[config.mk]
export PLATFORM = sky130hd
export DESIGN_NAME = stopwatch_display_scheduler
export DESIGN_NICKNAME = d
export VERILOG_FILES = /design/src/rtl/stopwatch_display_scheduler.sv
export SDC_FILE = /design/constraint.sdc
export NUM_CORES = 1
export LEC_CHECK = 0
export ABC_AREA = 0
export ABC_CLOCK_PERIOD_IN_PS = 3700
export BUFFER_PORTS_ARGS = -buffer_cell sky130_fd_sc_hd__buf_2
export CAP_MARGIN = 20
export CORE_UTILIZATION = 55
export DETAILED_ROUTE_END_ITERATION = 7
export PLACE_DENSITY = 0.81
export SETUP_SLACK_MARGIN = 0.5
export SLEW_MARGIN = 20
export SYNTH_ARGS = -nofsm -noshare
export SYNTH_HDL_FRONTEND = slang
export SYNTH_SLANG_ARGS = --single-unit
[constraint.sdc]
create_clock -name clk -period 3.7 [get_ports clk]
set_clock_uncertainty 0.05 [all_clocks]
set_input_delay 0.185 -clock clk [delete_from_list [all_inputs] [get_ports clk]]
set_output_delay 0.185 -clock clk [all_outputs]
set_load 0.03 [all_outputs]
[src/rtl/stopwatch_display_scheduler.sv]
// stopwatch_display_scheduler: maps VGA pixel coordinates onto an eight-cell
// MM:SS.cc seven-segment layout, rendering from a per-frame digit snapshot
// captured through a valid/ready handshake at frame start.
// Optional feature macro: STOPWATCH_SEP_BLINK_EN (blinking separator dots).
module stopwatch_display_scheduler #(
    parameter int unsigned INIT_OFFSET_X = 56,
    parameter int unsigned INIT_OFFSET_Y = 208,
    parameter int unsigned CELL_W        = 32
) (
    input  logic        clk,
    input  logic        reset,
    input  logic        frame_start,
    input  logic        pix_valid,
    input  logic [9:0]  x,
    input  logic [9:0]  y,
    input  logic [23:0] digits_in,
    input  logic        digits_valid,
    output logic        digits_ready,
    output logic        pix_on,
    output logic        pix_on_valid
);

    localparam int unsigned CW        = 11;
    localparam int unsigned CELL_H    = 56;
    localparam int unsigned NUM_CELLS = 8;
    localparam int unsigned LXW       = $clog2(CELL_W);
    localparam int unsigned REGION_W  = NUM_CELLS * CELL_W;

    // Cell index is taken by shifting, so the pitch must be a power of two
    // wide enough to hold the 32-pixel glyph.
    if ((CELL_W < 32) || ((CELL_W & (CELL_W - 1)) != 0)) begin : g_cell_w_check
        $error("CELL_W must be a power of two and at least 32");
    end

    typedef enum logic {
        ST_DISPLAY = 1'b0,
        ST_SNAP    = 1'b1
    } state_t;

    state_t      state;
    state_t      state_next;
    logic        capture;
    logic [23:0] shadow;

    logic [CW-1:0]  x_ext;
    logic [CW-1:0]  y_ext;
    logic           in_x;
    logic           in_y;
    logic [2:0]     cell_c;
    logic [LXW-1:0] lx_c;
    logic [5:0]     ly_c;
    logic [3:0]     digit_c;

    logic           s1_valid;
    logic           s1_in;
    logic [2:0]     s1_cell;
    logic [LXW-1:0] s1_lx;
    logic [5:0]     s1_ly;
    logic [3:0]     s1_digit;

    logic [CW-1:0]  lx_w;
    logic [CW-1:0]  ly_w;
    logic [6:0]     seg_pat;
    logic [6:0]     seg_hit;
    logic           dot_hit;
    logic           sep_on;
    logic           lit;

    function automatic logic in_rng(input logic [CW-1:0] v,
                                    input logic [CW-1:0] lo,
                                    input logic [CW-1:0] hi);
        return (v >= lo) && (v < hi);
    endfunction

    // Segment pattern {a,b,c,d,e,f,g}; non-decimal nibbles render blank.
    function automatic logic [6:0] seg_decode(input logic [3:0] d);
        case (d)
            4'd0:    return 7'h7E;
            4'd1:    return 7'h30;
            4'd2:    return 7'h6D;
            4'd3:    return 7'h79;
            4'd4:    return 7'h33;
            4'd5:    return 7'h5B;
            4'd6:    return 7'h5F;
            4'd7:    return 7'h70;
            4'd8:    return 7'h7F;
            4'd9:    return 7'h7B;
            default: return 7'h00;
        endcase
    endfunction

    // Snapshot FSM state and registered ready.
    always_ff @(posedge clk) begin
        if (reset) begin
            state        <= ST_DISPLAY;
            digits_ready <= 1'b0;
        end else begin
            state        <= state_next;
            digits_ready <= (state_next == ST_SNAP);
        end
    end

    // Snapshot FSM next-state: arm on frame start, close on handshake.
    always_comb begin
        state_next = state;
        capture    = 1'b0;
        case (state)
            ST_DISPLAY: begin
                if (frame_start) state_next = ST_SNAP;
            end
            ST_SNAP: begin
                if (digits_valid) begin
                    capture    = 1'b1;
                    state_next = ST_DISPLAY;
                end
            end
            default: state_next = ST_DISPLAY;
        endcase
    end

    // Shadow digits: only changes on a completed handshake.
    always_ff @(posedge clk) begin
        if (reset) begin
            shadow <= 24'h000000;
        end else if (capture) begin
            shadow <= digits_in;
        end
    end

`ifdef STOPWATCH_SEP_BLINK_EN
    logic [5:0] blink_cnt;

    // Frame counter modulo 60 driving the one-second separator blink.
    always_ff @(posedge clk) begin
        if (reset) begin
            blink_cnt <= 6'd0;
        end else if (frame_start) begin
            blink_cnt <= (blink_cnt == 6'd59) ? 6'd0 : blink_cnt + 6'd1;
        end
    end

    assign sep_on = (blink_cnt < 6'd30);
`else
    assign sep_on = 1'b1;
`endif

    // Stage 1 combinational: region test, cell index, local coords, digit pick.
    always_comb begin
        x_ext  = CW'(x);
        y_ext  = CW'(y);
        in_x   = (x_ext >= CW'(INIT_OFFSET_X)) && (x_ext < CW'(INIT_OFFSET_X + REGION_W));
        in_y   = (y_ext >= CW'(INIT_OFFSET_Y)) && (y_ext < CW'(INIT_OFFSET_Y + CELL_H));
        cell_c = 3'((x_ext - CW'(INIT_OFFSET_X)) >> LXW);
        lx_c   = LXW'(x_ext - CW'(INIT_OFFSET_X));
        ly_c   = 6'(y_ext - CW'(INIT_OFFSET_Y));
        case (cell_c)
            3'd0:    digit_c = shadow[23:20];
            3'd1:    digit_c = shadow[19:16];
            3'd3:    digit_c = shadow[15:12];
            3'd4:    digit_c = shadow[11:8];
            3'd6:    digit_c = shadow[7:4];
            3'd7:    digit_c = shadow[3:0];
            default: digit_c = 4'hF;
        endcase
    end

    // Stage 1 registers.
    always_ff @(posedge clk) begin
        if (reset) begin
            s1_valid <= 1'b0;
            s1_in    <= 1'b0;
            s1_cell  <= 3'd0;
            s1_lx    <= '0;
            s1_ly    <= 6'd0;
            s1_digit <= 4'd0;
        end else begin
            s1_valid <= pix_valid;
            s1_in    <= pix_valid && in_x && in_y;
            s1_cell  <= cell_c;
            s1_lx    <= lx_c;
            s1_ly    <= ly_c;
            s1_digit <= digit_c;
        end
    end

    // Stage 2 combinational: segment and separator hit test.
    always_comb begin
        lx_w    = CW'(s1_lx);
        ly_w    = CW'(s1_ly);
        seg_pat = seg_decode(s1_digit);
        seg_hit = {
            in_rng(lx_w, 11'd8,  11'd24) && in_rng(ly_w, 11'd0,  11'd8),
            in_rng(lx_w, 11'd24, 11'd32) && in_rng(ly_w, 11'd8,  11'd24),
            in_rng(lx_w, 11'd24, 11'd32) && in_rng(ly_w, 11'd32, 11'd48),
            in_rng(lx_w, 11'd8,  11'd24) && in_rng(ly_w, 11'd48, 11'd56),
            in_rng(lx_w, 11'd0,  11'd8)  && in_rng(ly_w, 11'd32, 11'd48),
            in_rng(lx_w, 11'd0,  11'd8)  && in_rng(ly_w, 11'd8,  11'd24),
            in_rng(lx_w, 11'd8,  11'd24) && in_rng(ly_w, 11'd24, 11'd32)
        };
        dot_hit = in_rng(lx_w, 11'd12, 11'd20) &&
                  (in_rng(ly_w, 11'd16, 11'd24) || in_rng(ly_w, 11'd32, 11'd40));
        if ((s1_cell == 3'd2) || (s1_cell == 3'd5)) begin
            lit = dot_hit && sep_on;
        end else begin
            lit = |(seg_pat & seg_hit);
        end
    end

    // Stage 2 registers: final pixel flag.
    always_ff @(posedge clk) begin
        if (reset) begin
            pix_on       <= 1'b0;
            pix_on_valid <= 1'b0;
        end else begin
            pix_on       <= s1_in && lit;
            pix_on_valid <= s1_valid;
        end
    end

endmodule

==> results.toml, run 1 <==
[cts]
clkSinkCount = 47
clkSlewWorstSetupHoldPaths_ns = 0.09
cts-buffers-inserted = 5
cts_hold_buf = 0
clockRootBuffer = "clkbuf_8"
post_cts_resized = 0
clk_latency_ns = 0.30
htree_levels = 2
postCtsSetupRepairBufs = 0
ctsLongestPathBuffers = 2
tritoncts = "built"

[critical_path]
worst_setup_path_start_kind = "input pin"
cp.arrival_ns = 2.74
critical-path-top-delay-family = "simple AND/OR/NAND/NOR gates"
slowest_stage = "xnor2_1"
cp_cell_sequence = "buf_2 -> ha_1 -> a21oi_2 -> xnor2_1 -> mux2_2 -> o221ai_1 -> nand2b_1 -> ha_1 -> inv_1 -> or3b_1 -> nand3_1"
cp_common_cell = "ha_1"
critical_path_class = "in -> reg"
end_kind = "flop"
critPathMaxFanout = 9
crit_buf_inv = 2
cp.required_ns = 3.89
slowest_delay_ns = 0.43

[routing]
wl_um = 5920
wl_per_cell_um = 14.0
drc = 0
dr.pass1.iters = 5
final_antenna_net_count = 0
viasPerCell = 5.77
drtIter0Drc = 191
vias = 2436

[sta]
fin_crit_sh = 0.689
max_freq_ghz = 0.392
worst_pin_slew_ns = 0.759
finalSetupViolations = 0
finalHoldViolCount = 0
rsz0062_at_grt = "false"
relSlewSlack = 0.493
final.setup.tns_ns = 0
period_needed_ns = 2.55
slew_viol_final = 0

[synthesis]
synth_mux_area_frac = 0.0212
synth-edff-count = 0
synth_compound_area_frac = 0.202
netlist_area_um2 = 2660
synthesis.nets = 394
synth_cell_type_count = 59
synthArstFlopShare = 0
syn_area_per_cell_um2 = 8.05
synth-seq-area-share = 0.354
yosys.area_share.simple = 0.266
synth_top_family_by_area = "simple AND/OR/NAND/NOR gates"
syn_inst = 330
synth_xor_area_frac = 0.0292
ys_ff_latch = 47
synth_fa_ha_area_frac = 0.0707
yosys_warnings = 0
synth_ff_type = "dfxtp_1"

[floorplan]
fp.dieH_um = 71.5
fp-row-count = 24
die_area_um2 = 5110
coreArea_um2 = 4500
pin_count = 52
start_util = 0.590
dieWidth_um = 71.5

[grt]
grt_first_pass_wirelength_um = 9960
first_global_vias = 2177
grt_usage = 0.249
grt_max_degree = 30
antenna_found_initial = 0
gr-total-overflow = 0

[hold_path]
min_path_type = "in -> reg"

[status]
status = "completed"

[power_and_ir_drop]
p_leak_nw = 1.25
peakVddDrop_mv = 0.292
seqPwrFrac = 0.458
p_comb_frac = 0.181
sw_frac_of_total = 0.258
intPower_mw = 0.907
power.density_nw_per_um2 = 405
clockPowerShare = 0.361
switchingPower_mw = 0.315

[placed_design]
place_hpwl_um = 4470
gp_congestion = 0.904
portBuffers = 51

[final_layout]
layout_commonest_cell = "nand2_1"
n_antenna_cell = 0
fin_util = 0.669
final_nets = 433
nFillCells = 393
area_growth_pct = 13.4
drive_above_1_share = 0.186
final_cell_mix = "nand2_1 (65), buf_2 (51), dfxtp_1 (47), a21oi_1 (31), nor2_1 (18)"

[flow_run]
maxCapViolCount = 0
## cells in the mapped netlist, types with 6 or more instances
cell / count / area share
dfxtp_1: 47 / 0.35
nor2b_1: 15 / 0.035
clkbuf_1: 11 / 0.016
nand3_1: 7 / 0.013
a21oi_1: 31 / 0.058
o21ai_0: 8 / 0.015
nor2_1: 18 / 0.025
nand3b_1: 6 / 0.017
inv_1: 10 / 0.014
nand2_1: 65 / 0.092
ha_1: 15 / 0.071
## area by class of cell
cell class | count | area, um2 | area share
multi-input cells | 252 | 1560 | 0.519
clock inverters | 3 | 67.6 | 0.0224
flip-flops and latches | 47 | 941 | 0.312
clock buffers | 5 | 68.8 | 0.0228
repair buffers | 53 | 270 | 0.0897
inverters | 10 | 37.5 | 0.0125
well taps | 52 | 65.1 | 0.0216
## per-stage QoR
| stage | setup slack (ns) | power, mW | instances | hold WS, ns | instance area [um2] |
|---|---|---|---|---|---|
| floorplan | 1.23 | 0.730 | 330 | 0.202 | 2660 |
| global placement | 0.982 | 0.784 | 414 | 0.332 | 2880 |
| detailed placement | 0.886 | 0.790 | 414 | 0.333 | 2880 |
| CTS | 1.18 | 1.23 | 422 | 0.0136 | 3010 |
| global route | 0.960 | 1.28 | 422 | 0.0243 | 3010 |
| finish | 1.15 | 1.22 | 422 | 0.0150 | 3010 |
## sequential cells by signal, indices dropped and copies added (netlist names)
register,count
state,1
s1_in,1
s1_valid,1
pix_on_valid,1
pix_on,1
s1_cell,3
s1_ly,3
seg_pat,7
s1_lx,5
shadow,24
## worst paths after layout
| check | start | end | slack (ns) | depth (start not counted) |
|---|---|---|---|---|
| max | x[3] | seg_pat[1] | 1.15 | 11 |
| min | y[4] | s1_ly[4] | 0.01 | 2 |
| max reg2reg | shadow[4] | seg_pat[2] | 1.44 | 11 |
| min reg2reg | s1_valid | pix_on_valid | 0.41 | 1 |
## cell families (layout without fill, tap and decap cells)
| family | after synthesis | in the layout |
|---|---|---|
| buffers and inverters | 31 | 71 |
| and+or+nand+nor | 142 | 142 |
| AOI/OAI and AO/OA | 82 | 82 |
| xor gates and xnor gates | 8 | 8 |
| muxes | 5 | 5 |
| adders and majority gates | 15 | 15 |
| DFF | 47 | 47 |
## layer usage
metal | share of wire | track usage | vias to the layer above | wire length, um
met5 | 0 | 0 | - | 0
met4 | 0.017 | 0.0784 | 0 | 102
met3 | 0.077 | 0.0549 | 13 | 454
met2 | 0.45 | 0.389 | 100 | 2670
met1 | 0.46 | 0.345 | 1093 | 2700
li1 | - | - | 1230 | -
## power groups by stage
stage | registers (mW) | clock network, mW | logic, mW
after floorplan | 0.566 | 0 | 0.164
after global placement | 0.570 | 0 | 0.214
after detailed placement | 0.571 | 0 | 0.218
after CTS | 0.560 | 0.447 | 0.220
after global routing | 0.563 | 0.472 | 0.248
final | 0.560 | 0.441 | 0.221
## worst register-to-register path, stage by stage (launching register included)
cell	delay (ns)
dfxtp_1	0.39
nor3b_1	0.22
a31oi_1	0.06
o31ai_1	0.24
a221oi_1	0.10
a21oi_1	0.29
inv_1	0.15
ha_1	0.25
inv_1	0.07
a41oi_1	0.04
a31oi_1	0.18
o21ai_0	0.10
(Power assumes the default switching activity.)
==> run 2, diff against run 1 <==
- ABC_AREA: 0 -> 1
- ABC_CLOCK_PERIOD_IN_PS: 3700 -> 2400
- CORE_UTILIZATION: 55 -> 54
- PLACE_DENSITY: 0.81 -> 0.8
- clock period: 3.7 -> 2.4 ns (I/O delays scaled with it)
==> results.toml, run 2 <==
[placed_design]
portBuffers = 51
gp_congestion = 0.878
place_hpwl_um = 4100

[cts]
clkSlewWorstSetupHoldPaths_ns = 0.08
clkSinkCount = 47
htree_levels = 2
clockRootBuffer = "clkbuf_8"
clk_latency_ns = 0.30
ctsLongestPathBuffers = 2
tritoncts = "built"
cts-buffers-inserted = 5

[critical_path]
cp_common_cell = "nand2_1"
critical-path-top-delay-family = "simple AND/OR/NAND/NOR gates"
crit_buf_inv = 3
regToRegStartpoint = "shadow[12]"
slowest_delay_ns = 0.18
critPathMaxFanout = 5
cp.arrival_ns = 1.99
worst_setup_path_start_kind = "input pin"
critPathLaunch = "x[3]"
end_kind = "flop"
slowest_stage = "ha_1"
cp_cell_sequence = "buf_8 -> ha_4 -> nand2_4 -> nand3_4 -> nand3_4 -> nor2_4 -> nand2_1 -> nand2_1 -> nor2_1 -> nand2_1 -> nand2_2 -> inv_2 -> buf_4 -> ha_1 -> nand3b_1 -> nand2_1 -> nand2_1 -> nand2_1"
critical_path_class = "in -> reg"
cp.required_ns = 2.60

[power_and_ir_drop]
power.density_nw_per_um2 = 560
switchingPower_mw = 0.530
clockPowerShare = 0.259
p_leak_nw = 1.54
p_comb_frac = 0.239
sw_frac_of_total = 0.301
peakVddDrop_mv = 0.372
seqPwrFrac = 0.501
intPower_mw = 1.23

[routing]
wl_um = 5550
drtIter0Drc = 93
vias = 2367
final_antenna_net_count = 0
dr.pass1.iters = 6
wl_per_cell_um = 11.9
viasPerCell = 5.09
drc = 2

[grt]
grt_max_degree = 29
first_global_vias = 2120
grt_usage = 0.238
met1_usage = 0.253
antenna_found_initial = 0
grt_first_pass_wirelength_um = 9220
busiest_layer = "met2"
met2_usage = 0.458
gr-total-overflow = 0
use_met3 = 0.0476

[sta]
relSlewSlack = 0.567
rsz0062_at_grt = "true"
fin_crit_sh = 0.745
max_freq_ghz = 0.559
finalSetupViolations = 0
final.setup.tns_ns = 0
finalHoldViolCount = 0
worst_pin_slew_ns = 0.648
slew_viol_final = 0
period_needed_ns = 1.79

[hold_path]
min_path_type = "in -> reg"
hold_start = "y[3]"

[floorplan]
coreArea_um2 = 4440
die_area_um2 = 4970
dieWidth_um = 70.5
pin_count = 52
fp.dieH_um = 70.5
fp-row-count = 24
start_util = 0.570

[final_layout]
final_nets = 476
nFillCells = 393
layout_commonest_cell = "nor2_1"
largest_reg_flops = 24
drive_above_1_share = 0.264
n_antenna_cell = 0
final_cell_mix = "nor2_1 (72), nand2_1 (51), buf_2 (49), dfxtp_1 (47), o21ai_0 (30)"
area_growth_pct = 24.1
top_register = "shadow"
fin_util = 0.707

[synthesis]
yosys_warnings = 0
syn_area_per_cell_um2 = 7.34
synth_common_cells = "nor2_1 (72), nand2_1 (56), dfxtp_1 (47)"
synth_ff_type = "dfxtp_1"
synthesis.nets = 409
synth-edff-count = 0
yosys.area.top_type = "dfxtp_1"
ys_ff_latch = 47
synthArstFlopShare = 0
yosysMostFrequentCell = "nor2_1"
netlist_area_um2 = 2530
syn_inst = 345
synth_top_area_frac = 0.372
synthTopCellsByArea = "dfxtp_1 (37%), nor2_1 (11%), nand2_1 (8.3%)"
synth_cell_type_count = 25
synth-seq-area-share = 0.372

[status]
violations = "DRC"
status = "finished, violations left"

[flow_run]
maxCapViolCount = 0
## run 2: kinds of logic after synthesis
family          after synthesis  synth area share
simple gates                201             0.409
fa+ha+maj                    15            0.0741
buf+inv                      43            0.0638
compound gates               39            0.0816
flops                        47             0.372
## run 2: stage by stage
step	setup WS [ns]	cell area [um2]	total power, mW	std cells	hold slack (ns)
global placement	0.261	2850	1.26	442	0.263
finish	0.611	3140	1.76	465	0.00825
detailed placement	0.200	2850	1.27	442	0.262
CTS	0.525	3000	1.74	457	0.000151
floorplan	0.522	2540	1.16	345	0.137
global route	0.449	3140	1.87	465	0.0337
## run 2: repair_timing
item | in CTS | in global routing
hold endpoints to repair | 7 | 0
endpoints found under the setup margin | 0 | 6
resized for setup | 0 | 20
buffers inserted | 0 | 8
hold buffers | 7 | 0
## run 2: worst register-to-register path, cell delays in order, from the launching register on
cell and delay (ns):
dfxtp_1 0.33, nand3_1 0.08, nand2_1 0.06, nor2_1 0.11
nand2_1 0.10, nand2_2 0.12, inv_2 0.07, buf_4 0.13
ha_1 0.18, nand3b_1 0.17, nand2_1 0.08, nand2_1 0.05
nand2_1 0.05
## run 2: cell type report
| cell class | instances | area, um2 | share of cell area |
|---|---|---|---|
| multi-input cells | 255 | 1490 | 0.476 |
| flip-flops and latches | 47 | 941 | 0.299 |
| repair buffers | 69 | 428 | 0.136 |
| inverters | 34 | 133 | 0.0422 |
| clock buffers | 7 | 76.3 | 0.0243 |
| well taps | 52 | 65.1 | 0.0207 |
| clock inverters | 1 | 5.00 | 0.00159 |
## run 2: final timing paths
kind	to	slack (ns)	cells past startpoint
min reg2reg	pix_on_valid	0.35	2
max reg2reg	seg_pat[1]	0.78	12
max	seg_pat[1]	0.61	18
min	s1_ly[3]	0.008	3
## run 2: metal layers
layer / share of wire / up-vias / wire, um
li1: - / 1247 / -
met1: 0.41 / 1061 / 2300
met2: 0.54 / 51 / 2980
met3: 0.037 / 8 / 205
met4: 0.013 / 0 / 72
met5: 0 / - / 0
## run 2: power groups by stage
| stage | Sequential [mW] | Combinational, mW | Clock, mW |
|---|---|---|---|
| after floorplan | 0.891 | 0.270 | 0 |
| after global placement | 0.899 | 0.359 | 0 |
| after detailed placement | 0.901 | 0.369 | 0 |
| after CTS | 0.882 | 0.381 | 0.474 |
| after global routing | 0.889 | 0.477 | 0.504 |
| final | 0.881 | 0.421 | 0.456 |
==> run 3, diff against run 2 <==
- ABC_AREA: 1 -> 0
- ABC_CLOCK_PERIOD_IN_PS: 2400 -> 1460
- CORE_UTILIZATION: 54 -> 50
- PLACE_DENSITY: 0.8 -> 0.77
- clock period: 2.4 -> 1.46 ns (I/O delays scaled with it)
==> results.toml, run 3 (synthesized netlist as in run 1, its figures left out) <==
[sta]
finalSetupViolations = 8
worst_hold_slack_ns = 0.00795
rsz0062_at_grt = "true"
fin_crit_sh = 1.47
final.setup.tns_ns = -3.99
slew_viol_final = 0
setup_ws_ns = -0.689
relSlewSlack = 0.717
max_freq_ghz = 0.465
period_needed_ns = 2.15
finalHoldViolCount = 0
worst_pin_slew_ns = 0.425

[hold_path]
min_path_type = "in -> reg"

[routing]
wl_um = 11900
wl_per_cell_um = 21.9
dr.pass1.iters = 5
vias = 3424
viasPerCell = 6.32
drc = 0
drtIter0Drc = 409
final_antenna_net_count = 0

[power_and_ir_drop]
p_leak_nw = 1.90
peakVddDrop_mv = 0.670
power.density_nw_per_um2 = 761
p_total_mw = 3.43

[grt]
first_global_vias = 3027
antenna_found_initial = 0
grt_max_degree = 27
grt_usage = 0.311
gr-total-overflow = 0
grt_first_pass_wirelength_um = 13100

[final_layout]
area_growth_pct = 69.8
drive_above_1_share = 0.521
top_register = "shadow"
layout_commonest_cell = "buf_4"
finalNonFillerCells = 542
largest_reg_flops = 24
final_cell_mix = "buf_4 (62), buf_2 (48), dfxtp_1 (38), dlygate4sd3_1 (30), nand2_1 (24)"
final_nets = 535
n_antenna_cell = 0
multi_input_area_um2 = 2150
regArea_um2 = 962
nFillCells = 248

[cts]
clkSlewWorstSetupHoldPaths_ns = 0.09
ctsLongestPathBuffers = 2
tritoncts = "built"
clkSinkCount = 47
htree_levels = 2
clk_latency_ns = 0.31
clockRootBuffer = "clkbuf_8"
cts-buffers-inserted = 5

[floorplan]
coreArea_um2 = 5110
dieWidth_um = 74.9
fp.dieH_um = 74.9
start_util = 0.520
die_area_um2 = 5610
pin_count = 52
fp-row-count = 26

[critical_path]
end_kind = "flop"
r2r_slack_ns = -0.69
worst_setup_path_start_kind = "flop"
cp.required_ns = 1.60
crit_buf_inv = 2
critPathMaxFanout = 4
critical-path-top-delay-family = "compound AO/OA/AOI/OAI gates"
critical_path_class = "reg -> reg"
cp.arrival_ns = 2.28
slowest_delay_ns = 0.33
slowest_stage = "dfxtp_2"
cp_cell_sequence = "nor3b_2 -> a31oi_1 -> o31ai_2 -> a221oi_2 -> a21oi_2 -> inv_2 -> ha_4 -> inv_2 -> a41oi_1 -> a31oi_1 -> o21ai_1"

[status]
status = "finished, violations left"
violations = "setup timing"

[placed_design]
portBuffers = 51
placed_cells = 481
post-place-ws_ns = -0.798
place_hpwl_um = 5150
gp_congestion = 0.968

[flow_run]
maxCapViolCount = 0
run 3: final timing paths:
kind	start	end	cells after the start
setup / recovery	shadow[4]	seg_pat[2]	11
setup reg to reg	shadow[4]	seg_pat[2]	11
hold / removal	pix_valid	s1_valid	2
hold reg to reg	s1_valid	pix_on_valid	1
run 3: repair_timing:
action / 4_1_cts / 5_1_grt
pin swaps: 19 / 43
buffers inserted: 10 / 6
gates resized for setup: 38 / 103
setup endpoints to repair: 33 / 35
hold buffers: 30 / 0
cloned: 3 / 4
endpoints found under the hold margin: 30 / 0
run 3: metrics by stage:
stage	instance area, um2	utilization
finish	4510	0.883
global route	4510	0.883
CTS	4020	0.787
detailed placement	3380	0.662
global placement	3380	0.662
floorplan	2820	-
run 3: area by class of cell:
| type | count | share of cell area |
|---|---|---|
| flip-flops and latches | 47 | 0.213 |
| repair buffers | 151 | 0.262 |
| well taps | 70 | 0.0194 |
| clock buffers | 7 | 0.0191 |
| clock inverters | 1 | 0.00111 |
| inverters | 10 | 0.00832 |
| multi-input cells | 256 | 0.476 |
run 3: power breakdown:
| group | switching, mW | total, mW | internal, mW |
|---|---|---|---|
| clock network | 0.444 | 0.827 | 0.383 |
| logic | 0.578 | 1.17 | 0.587 |
| registers | 0.0706 | 1.44 | 1.37 |
run 3: worst reg2reg max path, cell delays in order, from the launching register on:
cell and delay [ns]:
dfxtp_2 0.33, nor3b_2 0.21, a31oi_1 0.09, o31ai_2 0.22, a221oi_2 0.08, a21oi_2 0.27
inv_2 0.12, ha_4 0.18, inv_2 0.07, a41oi_1 0.06, a31oi_1 0.25, o21ai_1 0.11
run 3: routing by layer:
| layer | GRT usage | wire, um | up-vias |
|---|---|---|---|
| met5 | 0 | 0 | - |
| met1 | 0.334 | 3880 | 1581 |
| met3 | 0.0643 | 1020 | 111 |
| li1 | - | - | 1442 |
| met2 | 0.581 | 5900 | 290 |
| met4 | 0.147 | 1050 | 0 |
